File: config.mk
export PLATFORM = sky130hd
export DESIGN_NAME = disp_scan_arbiter_flat
export DESIGN_NICKNAME = d
export VERILOG_FILES = /design/src/rtl/disp_pkg.sv /design/src/rtl/disp_scan_arbiter_if.sv /design/src/rtl/disp_prescaler.sv /design/src/rtl/disp_scan_arbiter.sv /design/src/flat_wrapper.sv
export SDC_FILE = /design/constraint.sdc
export NUM_CORES = 1
export LEC_CHECK = 0
export BUFFER_PORTS_ARGS = -buffer_cell sky130_fd_sc_hd__buf_2
export CAP_MARGIN = 20
export CELL_PAD_IN_SITES_DETAIL_PLACEMENT = 1
export CELL_PAD_IN_SITES_GLOBAL_PLACEMENT = 1
export CORE_ASPECT_RATIO = 1.5
export CORE_UTILIZATION = 38
export CTS_CLUSTER_SIZE = 20
export DETAILED_ROUTE_END_ITERATION = 12
export PLACE_DENSITY = 0.84
export SYNTH_ARGS = -nofsm -noshare
export SYNTH_HDL_FRONTEND = slang
export SYNTH_SLANG_ARGS = --single-unit
export TNS_END_PERCENT = 50
File: constraint.sdc
create_clock -name clk -period 2.5 [get_ports clk]
set_clock_uncertainty 0.1 [all_clocks]
set_input_delay 0.25 -clock clk [delete_from_list [all_inputs] [get_ports clk]]
set_output_delay 0.25 -clock clk [all_outputs]
set_load 0.02 [all_outputs]
File: src/rtl/disp_pkg.sv
// Shared definitions for the seven-segment display blocks: digit geometry,
// anode drive patterns, the arbiter FSM state type and the round-robin helper.
package disp_pkg;

    localparam int DIGIT_W  = 4;
    localparam int N_DIGITS = 4;
    localparam int MAX_SRC  = 8;

    // Active-low anode drive; slot 0 is the leftmost (most significant) digit.
    localparam logic [3:0] ANODE_OFF = 4'b1111;
    localparam logic [3:0] ANODE_SLOT [0:3] = '{4'b0111, 4'b1011, 4'b1101, 4'b1110};

    typedef enum logic [0:0] {
        IDLE = 1'b0,
        SHOW = 1'b1
    } disp_state_e;

    // Round-robin pick: scan ptr+1, ptr+2, ... modulo n, the pointer itself last.
    // Returns {found, index}.
    function automatic logic [3:0] rr_pick(input logic [7:0] req,
                                           input logic [2:0] ptr,
                                           input int unsigned n);
        logic [3:0]  res;
        int unsigned idx;
        int unsigned ptr_i;
        res   = 4'b0000;
        ptr_i = 32'(ptr);
        for (int unsigned k = 1; k <= 8; k++) begin
            idx = (ptr_i + k) % n;
            if ((k <= n) && !res[3] && req[idx[2:0]]) begin
                res = {1'b1, idx[2:0]};
            end else begin
                res = res;
            end
        end
        return res;
    endfunction

endpackage

File: src/rtl/disp_scan_arbiter_if.sv
// Requester/display bus of the scan arbiter. The arbiter uses the slave view;
// the system side (requesters and the segment decoder) uses the master view.
interface disp_scan_arbiter_if #(parameter int N_SRC = 4);

    logic [N_SRC-1:0]    req;
    logic [16*N_SRC-1:0] data;
    logic [N_SRC-1:0]    grant;
    logic [3:0]          digit;
    logic [3:0]          anode;
    logic                frame_end;

    modport master (
        output req, data,
        input  grant, digit, anode, frame_end
    );

    modport slave (
        input  req, data,
        output grant, digit, anode, frame_end
    );

endinterface

File: src/rtl/disp_prescaler.sv
// Digit-scan timebase: divides clk by PRESCALE into slot ticks and steps a
// 2-bit slot index 0..3. Reusable by any 4-digit multiplexed display.
module disp_prescaler #(
    parameter int PRESCALE = 50000
) (
    input  logic       clk,
    input  logic       reset_n,
    output logic       tick,
    output logic [1:0] slot
);

    localparam int PW = (PRESCALE > 1) ? $clog2(PRESCALE) : 1;
    localparam logic [PW-1:0] PCNT_LAST = PW'(PRESCALE - 1);

    logic [PW-1:0] pcnt_r;
    logic [1:0]    slot_r;

    assign tick = (pcnt_r == PCNT_LAST);
    assign slot = slot_r;

    // Prescale counter 0..PRESCALE-1, wrapping on the tick.
    always_ff @(posedge clk or negedge reset_n) begin
        if (!reset_n) begin
            pcnt_r <= {PW{1'b0}};
        end else if (tick) begin
            pcnt_r <= {PW{1'b0}};
        end else begin
            pcnt_r <= pcnt_r + PW'(1);
        end
    end

    // Slot index advances once per tick and wraps 3 -> 0 naturally.
    always_ff @(posedge clk or negedge reset_n) begin
        if (!reset_n) begin
            slot_r <= 2'd0;
        end else if (tick) begin
            slot_r <= slot_r + 2'd1;
        end else begin
            slot_r <= slot_r;
        end
    end

endmodule

File: src/rtl/disp_scan_arbiter.sv
// Shares one 4-digit seven-segment display among N_SRC requesters.
// Ownership is round-robin and only changes on frame boundaries; the shown
// value is a per-frame snapshot so a digit group never tears.
// Build option: define DISP_BLANK_LEADING_EN to blank leading zero digits
// (the rightmost digit always stays lit).
module disp_scan_arbiter
    import disp_pkg::*;
#(
    parameter int N_SRC        = 4,
    parameter int PRESCALE     = 50000,
    parameter int DWELL_FRAMES = 64
) (
    input  logic                 clk,
    input  logic                 reset_n,
    disp_scan_arbiter_if.slave   bus
);

    localparam int DCW = $clog2(DWELL_FRAMES + 1);
    localparam logic [DCW-1:0] DWELL_MAX = DCW'(DWELL_FRAMES);
    localparam logic [2:0]     PTR_INIT  = 3'(N_SRC - 1);

    // Timebase
    logic       tick_s;
    logic [1:0] slot_s;
    logic       frame_bound_s;

    disp_prescaler #(.PRESCALE(PRESCALE)) u_prescaler (
        .clk     (clk),
        .reset_n (reset_n),
        .tick    (tick_s),
        .slot    (slot_s)
    );

    assign frame_bound_s = tick_s && (slot_s == 2'd3);

    // Arbitration state
    disp_state_e       state_r;
    disp_state_e       state_next_s;
    logic [2:0]        ptr_r;
    logic [N_SRC-1:0]  grant_r;
    logic [15:0]       snap_r;
    logic [DCW-1:0]    dwell_r;

    logic [7:0]        req8_s;
    logic [3:0]        pick_s;
    logic              pick_found_s;
    logic [2:0]        pick_idx_s;
    logic              owner_req_s;
    logic              other_req_s;
    logic [DCW-1:0]    dwell_inc_s;
    logic [15:0]       pick_data_s;
    logic [15:0]       own_data_s;
    logic [N_SRC-1:0]  grant_pick_s;
    logic              do_switch_s;
    logic              do_keep_s;
    logic              do_idle_s;

    logic [3:0]        anode_s;
    logic [3:0]        digit_s;

    // Widen the request vector to the helper's fixed 8-bit view.
    always_comb begin
        req8_s               = 8'b0000_0000;
        req8_s[N_SRC-1:0]    = bus.req;
    end

    assign pick_s       = rr_pick(req8_s, ptr_r, N_SRC);
    assign pick_found_s = pick_s[3];
    assign pick_idx_s   = pick_s[2:0];

    // In SHOW the pointer always names the current owner.
    assign owner_req_s = req8_s[ptr_r];
    assign other_req_s = |(req8_s & ~(8'b0000_0001 << ptr_r));
    assign dwell_inc_s = (dwell_r == DWELL_MAX) ? dwell_r : (dwell_r + DCW'(1));

    // Select the data word of the picked source and of the current owner.
    always_comb begin
        pick_data_s  = 16'h0000;
        own_data_s   = 16'h0000;
        grant_pick_s = {N_SRC{1'b0}};
        for (int i = 0; i < N_SRC; i++) begin
            if (3'(i) == pick_idx_s) begin
                pick_data_s     = bus.data[16*i +: 16];
                grant_pick_s[i] = 1'b1;
            end else begin
                grant_pick_s[i] = 1'b0;
            end
            if (3'(i) == ptr_r) begin
                own_data_s = bus.data[16*i +: 16];
            end else begin
                own_data_s = own_data_s;
            end
        end
    end

    // FSM state register.
    always_ff @(posedge clk or negedge reset_n) begin
        if (!reset_n) begin
            state_r <= IDLE;
        end else begin
            state_r <= state_next_s;
        end
    end

    // FSM next-state and boundary decisions; nothing moves off a frame boundary.
    always_comb begin
        state_next_s = state_r;
        do_switch_s  = 1'b0;
        do_keep_s    = 1'b0;
        do_idle_s    = 1'b0;
        case (state_r)
            IDLE: begin
                if (frame_bound_s && pick_found_s) begin
                    state_next_s = SHOW;
                    do_switch_s  = 1'b1;
                end else begin
                    state_next_s = IDLE;
                end
            end
            SHOW: begin
                if (!frame_bound_s) begin
                    state_next_s = SHOW;
                end else if (!owner_req_s) begin
                    if (other_req_s) begin
                        do_switch_s = 1'b1;
                    end else begin
                        state_next_s = IDLE;
                        do_idle_s    = 1'b1;
                    end
                end else if ((dwell_inc_s >= DWELL_MAX) && other_req_s) begin
                    do_switch_s = 1'b1;
                end else begin
                    do_keep_s = 1'b1;
                end
            end
            default: begin
                state_next_s = IDLE;
            end
        endcase
    end

    // Ownership datapath: pointer, grant, snapshot and dwell counter.
    always_ff @(posedge clk or negedge reset_n) begin
        if (!reset_n) begin
            ptr_r   <= PTR_INIT;
            grant_r <= {N_SRC{1'b0}};
            snap_r  <= 16'h0000;
            dwell_r <= {DCW{1'b0}};
        end else if (do_switch_s) begin
            ptr_r   <= pick_idx_s;
            grant_r <= grant_pick_s;
            snap_r  <= pick_data_s;
            dwell_r <= {DCW{1'b0}};
        end else if (do_keep_s) begin
            snap_r  <= own_data_s;
            dwell_r <= dwell_inc_s;
        end else if (do_idle_s) begin
            grant_r <= {N_SRC{1'b0}};
            dwell_r <= {DCW{1'b0}};
        end else begin
            ptr_r   <= ptr_r;
        end
    end

    // FSM outputs: drive the current slot from the snapshot while showing.
    always_comb begin
        anode_s = ANODE_OFF;
        digit_s = 4'h0;
        if (state_r == SHOW) begin
            case (slot_s)
                2'd0:    digit_s = snap_r[15:12];
                2'd1:    digit_s = snap_r[11:8];
                2'd2:    digit_s = snap_r[7:4];
                2'd3:    digit_s = snap_r[3:0];
                default: digit_s = 4'h0;
            endcase
            anode_s = ANODE_SLOT[slot_s];
`ifdef DISP_BLANK_LEADING_EN
            // A slot is dark when it and every more significant nibble are zero.
            case (slot_s)
                2'd0: begin
                    if (snap_r[15:12] == 4'h0) begin
                        anode_s = ANODE_OFF;
                        digit_s = 4'h0;
                    end else begin
                        anode_s = anode_s;
                    end
                end
                2'd1: begin
                    if (snap_r[15:8] == 8'h00) begin
                        anode_s = ANODE_OFF;
                        digit_s = 4'h0;
                    end else begin
                        anode_s = anode_s;
                    end
                end
                2'd2: begin
                    if (snap_r[15:4] == 12'h000) begin
                        anode_s = ANODE_OFF;
                        digit_s = 4'h0;
                    end else begin
                        anode_s = anode_s;
                    end
                end
                default: begin
                    anode_s = anode_s;
                end
            endcase
`endif
        end else begin
            anode_s = ANODE_OFF;
            digit_s = 4'h0;
        end
    end

    assign bus.grant     = grant_r;
    assign bus.anode     = anode_s;
    assign bus.digit     = digit_s;
    assign bus.frame_end = frame_bound_s;

endmodule

File: src/flat_wrapper.sv
// flat-port wrapper written by rule: the top's interface ports become plain ports
module disp_scan_arbiter_flat import disp_pkg::*;
#(
    parameter int N_SRC        = 4,
    parameter int PRESCALE     = 50000,
    parameter int DWELL_FRAMES = 64
)
  (clk, reset_n, bus_req, bus_data, bus_grant, bus_digit, bus_anode, bus_frame_end);
  disp_scan_arbiter_if #(.N_SRC(N_SRC)) bus_i ();
  input  logic clk;
  input  logic reset_n;
  input wire logic [$bits(bus_i.req)-1:0] bus_req;
  input wire logic [$bits(bus_i.data)-1:0] bus_data;
  output wire logic [$bits(bus_i.grant)-1:0] bus_grant;
  output wire logic [$bits(bus_i.digit)-1:0] bus_digit;
  output wire logic [$bits(bus_i.anode)-1:0] bus_anode;
  output wire logic [$bits(bus_i.frame_end)-1:0] bus_frame_end;
  assign bus_i.req = bus_req;
  assign bus_i.data = bus_data;
  assign bus_grant = bus_i.grant;
  assign bus_digit = bus_i.digit;
  assign bus_anode = bus_i.anode;
  assign bus_frame_end = bus_i.frame_end;
  disp_scan_arbiter #(.N_SRC(N_SRC), .PRESCALE(PRESCALE), .DWELL_FRAMES(DWELL_FRAMES)) u_core (.clk(clk), .reset_n(reset_n), .bus(bus_i));
endmodule
==> metrics, run 1 <==
status complete, but fails checks; failing checks DRC; largest net degree at the start of global routing 27; RSZ-0062 raised after global routing yes; NumNets Final 591; WP buf/inv 1; leakage 2.385 nW; layout cells sized above 1 0.3569; final hold violation count 0; CTS tree built; drt total wl 13400 um; number of synthesized flops with an enable pin 0; TritonCTS Sinks 48; worst skew pair latency 0.30 ns; Core Area 9744 um2; CP peak stage delay 0.54 ns; cell repeated most along the worst path mux2_4; Pint 1.609 mW; top_reg_cell synth dfrtp_1; sw frac 0.3066; Max FO, Critical Path 7; Netlist cell types 60; via count 3782; Pwr per Cell Area 470.8 nW/um2; DR iter-0 viols 217; PortBufs 82; clock slew at reported path FFs 0.07 ns; IO Count 83; # DRC 1; Hold Crit Class in -> reg; Clock Path Buffers 2; vias in the first global route 4039; flop-to-flop setup slack 0.05 ns; Post-DP HPWL 9242 um; Synthesis Warnings 0; Setup Viol. Count Final 0; Num CTS Buffers 5; total grt overflow 0; Via-to-Cell Ratio 6.051; post-placement cell area 4528 um2; Data arrival, critical path 2.54 ns; Diodes inserted 0; critical-path cell list inv_1 -> ha_4 -> nand2b_1 -> o2111a_1 -> mux2_4 -> or3_4 -> mux2_4; width of the die 84.01 um; initial antenna violation count 0; crit path time final 2.453 ns; Hold WS 0.2733 ns; critical path's slowest cell dfstp_2; Max Freq 407.6 MHz; worst relative slew slack 0.5539; Worst Path Class, Setup reg -> reg; first-pass GRT wire length 20210 um; Area Overhead vs Synth 28.56%; Worst IR Drop VDD 253.1 uV; layout filler cell count 1141; combinational share of power 0.293; Detail Route Antenna Nets 0; Clk pwr share 0.347; P_sw 0.7114 mW; synthesized flop and latch total 48; drt pass-1 iters 8; Root Driver clkbuf_16; Worst setup SP type register; post-route cell area 4928 um2; Synth async-reset ratio 1.000; Total GRT Usage 0.2420; Syn Inst Count 405; Slew Viols, Final 0; post-synthesis sequential area ratio 0.3140; Final GP Congestion 0.8291; Worst Tran Pin Value 0.6692 ns; drt wl/cell 21.43 um; crit path capture type register; syn avg cell area 9.466 um2; # rows 44; Tcrit/Tclk final 0.9814; Synth Cell Area 3834 um2; Mapped Nets 487; initial core utilization 0.3934; critical path's top delay family simple AND/OR/NAND/NOR gates; Die H 125.0 um; max cap viols 0; sequential share of power 0.360; die area 10500 um2; H-tree depth 2; CP Data Required Time 2.59 ns
==> power by group through the flow <==
stage,Combinational (mW),Sequential [mW],Clock (mW)
after floorplan,0.371,0.839,0
after global placement,0.583,0.846,0
after detailed placement,0.610,0.847,0
after CTS,0.618,0.833,0.815
after global routing,0.721,0.837,0.838
final,0.680,0.835,0.805
==> metal layers <==
metal / vias to the layer above / global-route usage / wire length, um
met1: 1898 / 0.2548 / 4993
met3: 50 / 0.02970 / 390
li1: 1708 / - / -
met4: 0 / 0.1339 / 676
met5: - / 0 / 0
met2: 126 / 0.4581 / 7336
==> layout make-up <==
class | instances | area [um2] | share of cell area
Sequential cell | 48 | 1204 | 0.2442
Multi-Input combinational cell | 320 | 2551 | 0.5176
Inverter | 10 | 41.29 | 0.008378
Clock inverter | 3 | 47.55 | 0.009647
Clock buffer | 5 | 125.1 | 0.02539
Tap cell | 115 | 143.9 | 0.02920
Timing Repair Buffer | 124 | 815.8 | 0.1655
==> path summary, 6_finish.rpt <==
check | from | endpoint | depth (start not counted)
worst min register to register | u_core.u_prescaler.pcnt_r[0]$_DFF_PN0_ | u_core.u_prescaler.pcnt_r[0]$_DFF_PN0_ | 1
max in group asynchronous | reset_n | u_core.snap_r[4]$_DFFE_PN0P_ | 3
worst max-delay path | u_core.ptr_r[1]$_DFFE_PN1N_ | u_core.snap_r[14]$_DFFE_PN0P_ | 7
min in group asynchronous | reset_n | u_core.dwell_r[2]$_DFFE_PN0P_ | 2
worst min-delay path | bus_data[56] | u_core.snap_r[8]$_DFFE_PN0P_ | 4
worst max register to register | u_core.ptr_r[1]$_DFFE_PN1N_ | u_core.snap_r[14]$_DFFE_PN0P_ | 7
==> worst reg2reg max path, cell delays in order (launching register included) <==
cell and delay, ns:
dfstp_2 0.54, inv_1 0.09, ha_4 0.17, nand2b_1 0.19
o2111a_1 0.18, mux2_4 0.29, or3_4 0.47, mux2_4 0.32
==> stage by stage <==
| step | setup WS [ns] | cells | util | total power, mW | setup TNS (ns) |
|---|---|---|---|---|---|
| finish | 0.04656 | 625 | 0.5058 | 2.320 | 0 |
| global route | -0.05694 | 625 | 0.5058 | 2.396 | -0.3079 |
| CTS | 0.004367 | 613 | 0.4846 | 2.265 | 0 |
| detailed placement | -0.01853 | 604 | 0.4647 | 1.457 | -0.05054 |
| global placement | 0.07369 | 604 | 0.4647 | 1.429 | 0 |
| floorplan | -0.08473 | 405 | - | 1.210 | -0.08473 |
==> repair_timing <==
action	CTS	global route
buffers inserted	0	10
endpoints found under the hold margin	22	0
pin swaps	1	6
cloned	0	2
resized for setup	3	20
setup endpoints to repair	10	23
hold buffers	1	0
==> placed cells by master, fill, tap and decap left out, types with 11 or more instances in the layout <==
cell      n
nand3_1  14
a21oi_1  20
nor2_1   14
nand2_1  30
a21o_1   11
buf_4    32
o21ai_0  11
mux2_2   11
mux2i_1  61
buf_2    82
dfrtp_1  46
==> cell usage after synthesis (3+ instances only) <==
cell | count | share of area
mux2i_1 | 62 | 0.16
dfrtp_1 | 46 | 0.30
nand2_1 | 31 | 0.030
a21oi_1 | 20 | 0.026
nand3_1 | 14 | 0.018
nor2_1 | 14 | 0.014
clkbuf_1 | 12 | 0.012
ha_1 | 12 | 0.039
mux2_2 | 12 | 0.035
a21o_1 | 11 | 0.022
o21ai_0 | 11 | 0.014
nor2b_1 | 10 | 0.016
nor3_1 | 10 | 0.013
o22ai_1 | 10 | 0.016
xor2_1 | 10 | 0.023
a221oi_1 | 8 | 0.018
a22oi_1 | 8 | 0.016
inv_1 | 8 | 0.0078
buf_2 | 7 | 0.0091
o31ai_1 | 7 | 0.014
nand2b_1 | 6 | 0.0098
xnor2_1 | 6 | 0.014
and2_1 | 5 | 0.0082
and3_1 | 5 | 0.0082
a222oi_1 | 4 | 0.010
buf_4 | 4 | 0.0078
buf_6 | 4 | 0.012
nor4b_2 | 3 | 0.012
o2111ai_1 | 3 | 0.0069
o21a_1 | 3 | 0.0059
==> sequential cells by signal (all words and copies together) (netlist names) <==
name,flops
u_core.u_prescaler.slot,2
u_core.u_prescaler.pcnt_r,16
u_core.bus.grant,4
u_core.state_r,1
u_core.dwell_r,7
u_core.snap_r,16
u_core.ptr_r,2
==> cell families (layout without fill, tap and decap cells) <==
group | count (synthesis) | in the layout | share of synthesized area
flip-flops | 48 | 48 | 0.3140
buffers and inverters | 37 | 142 | 0.05026
adder cells (fa/ha/maj) | 12 | 12 | 0.03916
XOR/XNOR | 16 | 16 | 0.03655
multiplexers | 78 | 78 | 0.2138
AO/OA/AOI/OAI | 97 | 97 | 0.1762
AND/OR/NAND/NOR | 117 | 117 | 0.1700
Power figures use the tool's default switching activity.
==> inputs of run 2 (changes only) <==
- ABC_AREA: default -> 1
- CORE_ASPECT_RATIO: 1.5 -> 0.7
- CORE_UTILIZATION: 38 -> 35
- PLACE_DENSITY: 0.84 -> 0.85
==> metrics, run 2 <==
status finished clean; Diodes inserted 0; worst relative slew slack 0.5759; Tcrit/Tclk final 0.9932; P_sw 0.5390 mW; drt pass-1 iters 4; Final GP Congestion 0.8417; Clk pwr share 0.378; largest net degree at the start of global routing 33; met2 GRT Util 0.4437; Util after Layout 0.4798; CP Data Required Time 2.58 ns; Mapped Nets 691; Setup Viol. Count Final 0; min-delay src bus_data[48]; top post-synthesis cells by area dfrtp_1, nand2_1, nand3_1, o21ai_0, inv_1; syn avg cell area 6.435 um2; DR iter-0 viols 316; Worst IR Drop VDD 229.5 uV; busiest grt layer met2; # DRC 0; Tot Pwr 1.836 mW; Synth Cell Area 3919 um2; Area Overhead vs Synth 30.11%; Via-to-Cell Ratio 5.333; Netlist cell types 36; NumNets Final 787; Post-DP HPWL 11080 um; Worst Path Class, Setup reg -> reg; Max Freq 402.7 MHz; sequential share of power 0.435; GRT met1 Usage 0.3185; area leader, netlist dfrtp_1; Worst Tran Pin Value 0.6361 ns; final hold violation count 0; hold path depth 5; layout cells sized above 1 0.2663; commonest cells in the synthesized netlist nand2_1, inv_1, nand3_1; synthesized flop and latch total 48; Clock Path Buffers 2; Worst setup SP type register; sw frac 0.2936; post-placement cell area 4631 um2; TritonCTS Sinks 48; die area 11630 um2; Pwr per Cell Area 360.1 nW/um2; pre-CTS setup slack -0.02315 ns; PortBufs 82; most frequent cells in the layout nand2_1, buf_2, inv_1; Core Area 10630 um2; Total GRT Usage 0.2493; crit path time final 2.483 ns; Max FO, Critical Path 6; FF-to-FF Start u_core.ptr_r[0]$_DFFE_PN1N_; # rows 31; initial antenna violation count 0; post-route cell area 5099 um2; Root Driver clkbuf_16; commonest non-fill, non-tap cell in the layout nand2_1; Non-Filler Instances 854; first-pass GRT wire length 23200 um; Cells after DPL 837; most common cell in the netlist nand2_1; Die H 90.53 um; RR Endpoint u_core.snap_r[4]$_DFFE_PN0P_; Pint 1.297 mW; max cap viols 0; Hold WS 0.1985 ns; min setup slack post-route 0.01695 ns; Num CTS Buffers 5; TNS Setup 0 ns; CTS tree built; R2R depth 14; Data arrival, critical path 2.56 ns; layout filler cell count 1438; number of synthesized flops with an enable pin 0; biggest regs u_core.snap_r: 16 flops, u_core.u_prescaler.pcnt_r: 16 flops, u_core.dwell_r: 7 flops; Multi-input gate area 2445 um2; flop-to-flop setup slack 0.02 ns; total grt overflow 0; Slew Viols, Final 0; vias in the first global route 4819; Synth top area share 0.2937; Synthesis Warnings 0; leakage 2.566 nW; clock slew at reported path FFs 0.07 ns; Detail Route Antenna Nets 0; drt total wl 14440 um; worst skew pair latency 0.29 ns; drt wl/cell 16.91 um; top_reg_cell synth dfrtp_1; combinational share of power 0.187; Synth async-reset ratio 1.000; RSZ-0062 raised after global routing yes; Reg area 1204 um2; Syn Inst Count 609; CP Launch Point u_core.ptr_r[0]$_DFFE_PN1N_; IO Count 83; met3 usage 0.02251; width of the die 128.5 um; initial core utilization 0.3687; WHS Endpoint u_core.snap_r[0]$_DFFE_PN0P_; post-synthesis sequential area ratio 0.3072; H-tree depth 2; crit path capture type register; via count 4554; Hold Crit Class in -> reg
[run 2: worst max path at each step]
stage	end	cells past startpoint
after floorplan	u_core.snap_r[8]$_DFFE_PN0P_	15
after global routing	u_core.snap_r[4]$_DFFE_PN0P_	15
final	u_core.snap_r[4]$_DFFE_PN0P_	14
after global placement	u_core.snap_r[1]$_DFFE_PN0P_	16
after CTS	u_core.snap_r[11]$_DFFE_PN0P_	13
after detailed placement	u_core.bus.grant[2]$_DFFE_PN0P_	14
[run 2: routing by layer]
metal | vias to the layer above | share of wire
li1 | 2184 | -
met4 | 0 | 0.025
met5 | - | 0
met1 | 2235 | 0.46
met2 | 106 | 0.49
met3 | 29 | 0.028
[run 2: layout make-up]
class                   count  area share
inverters                  84     0.06528
flip-flops and latches     48      0.2361
well taps                 148     0.03632
clock buffers               5     0.02454
clock inverters             3    0.004663
repair buffers            114      0.1536
multi-input cells         452      0.4795
[run 2: cell families (layout without fill, tap and decap cells)]
kind of cell | after synthesis | in the layout | synth area share
DFF | 48 | 48 | 0.3072
buffers and inverters | 109 | 206 | 0.1146
AOI/OAI and AO/OA | 124 | 124 | 0.1772
adders and majority gates | 12 | 12 | 0.03831
xor gates and xnor gates | 8 | 8 | 0.01788
and+or+nand+nor | 308 | 308 | 0.3448
[run 2: worst max-delay path, cell delays in order (launching register included)]
cell	delay, ns
dfstp_2	0.57
inv_4	0.06
ha_4	0.29
nand3_2	0.11
nand2_4	0.09
nor2_1	0.05
nor2_1	0.12
nand2_1	0.12
nand2_4	0.14
inv_4	0.07
buf_4	0.16
o21ai_0	0.19
o211ai_1	0.16
nand2_1	0.09
nand2_1	0.06
[run 2: what timing repair did]
item | CTS | global route
setup buffers | 0 | 6
hold buffers | 1 | 0
endpoints found under the setup margin | 8 | 24
pin swaps | 0 | 25
gates resized for setup | 3 | 68
endpoints found under the hold margin | 23 | 0
gates cloned | 0 | 2
[run 2: power by group through the flow]
stage	Clock, mW	Sequential (mW)	Combinational [mW]
after floorplan	0	0.809	0.154
after global placement	0	0.813	0.290
after detailed placement	0	0.814	0.299
after CTS	0.696	0.799	0.304
after global routing	0.728	0.800	0.378
final	0.693	0.799	0.343
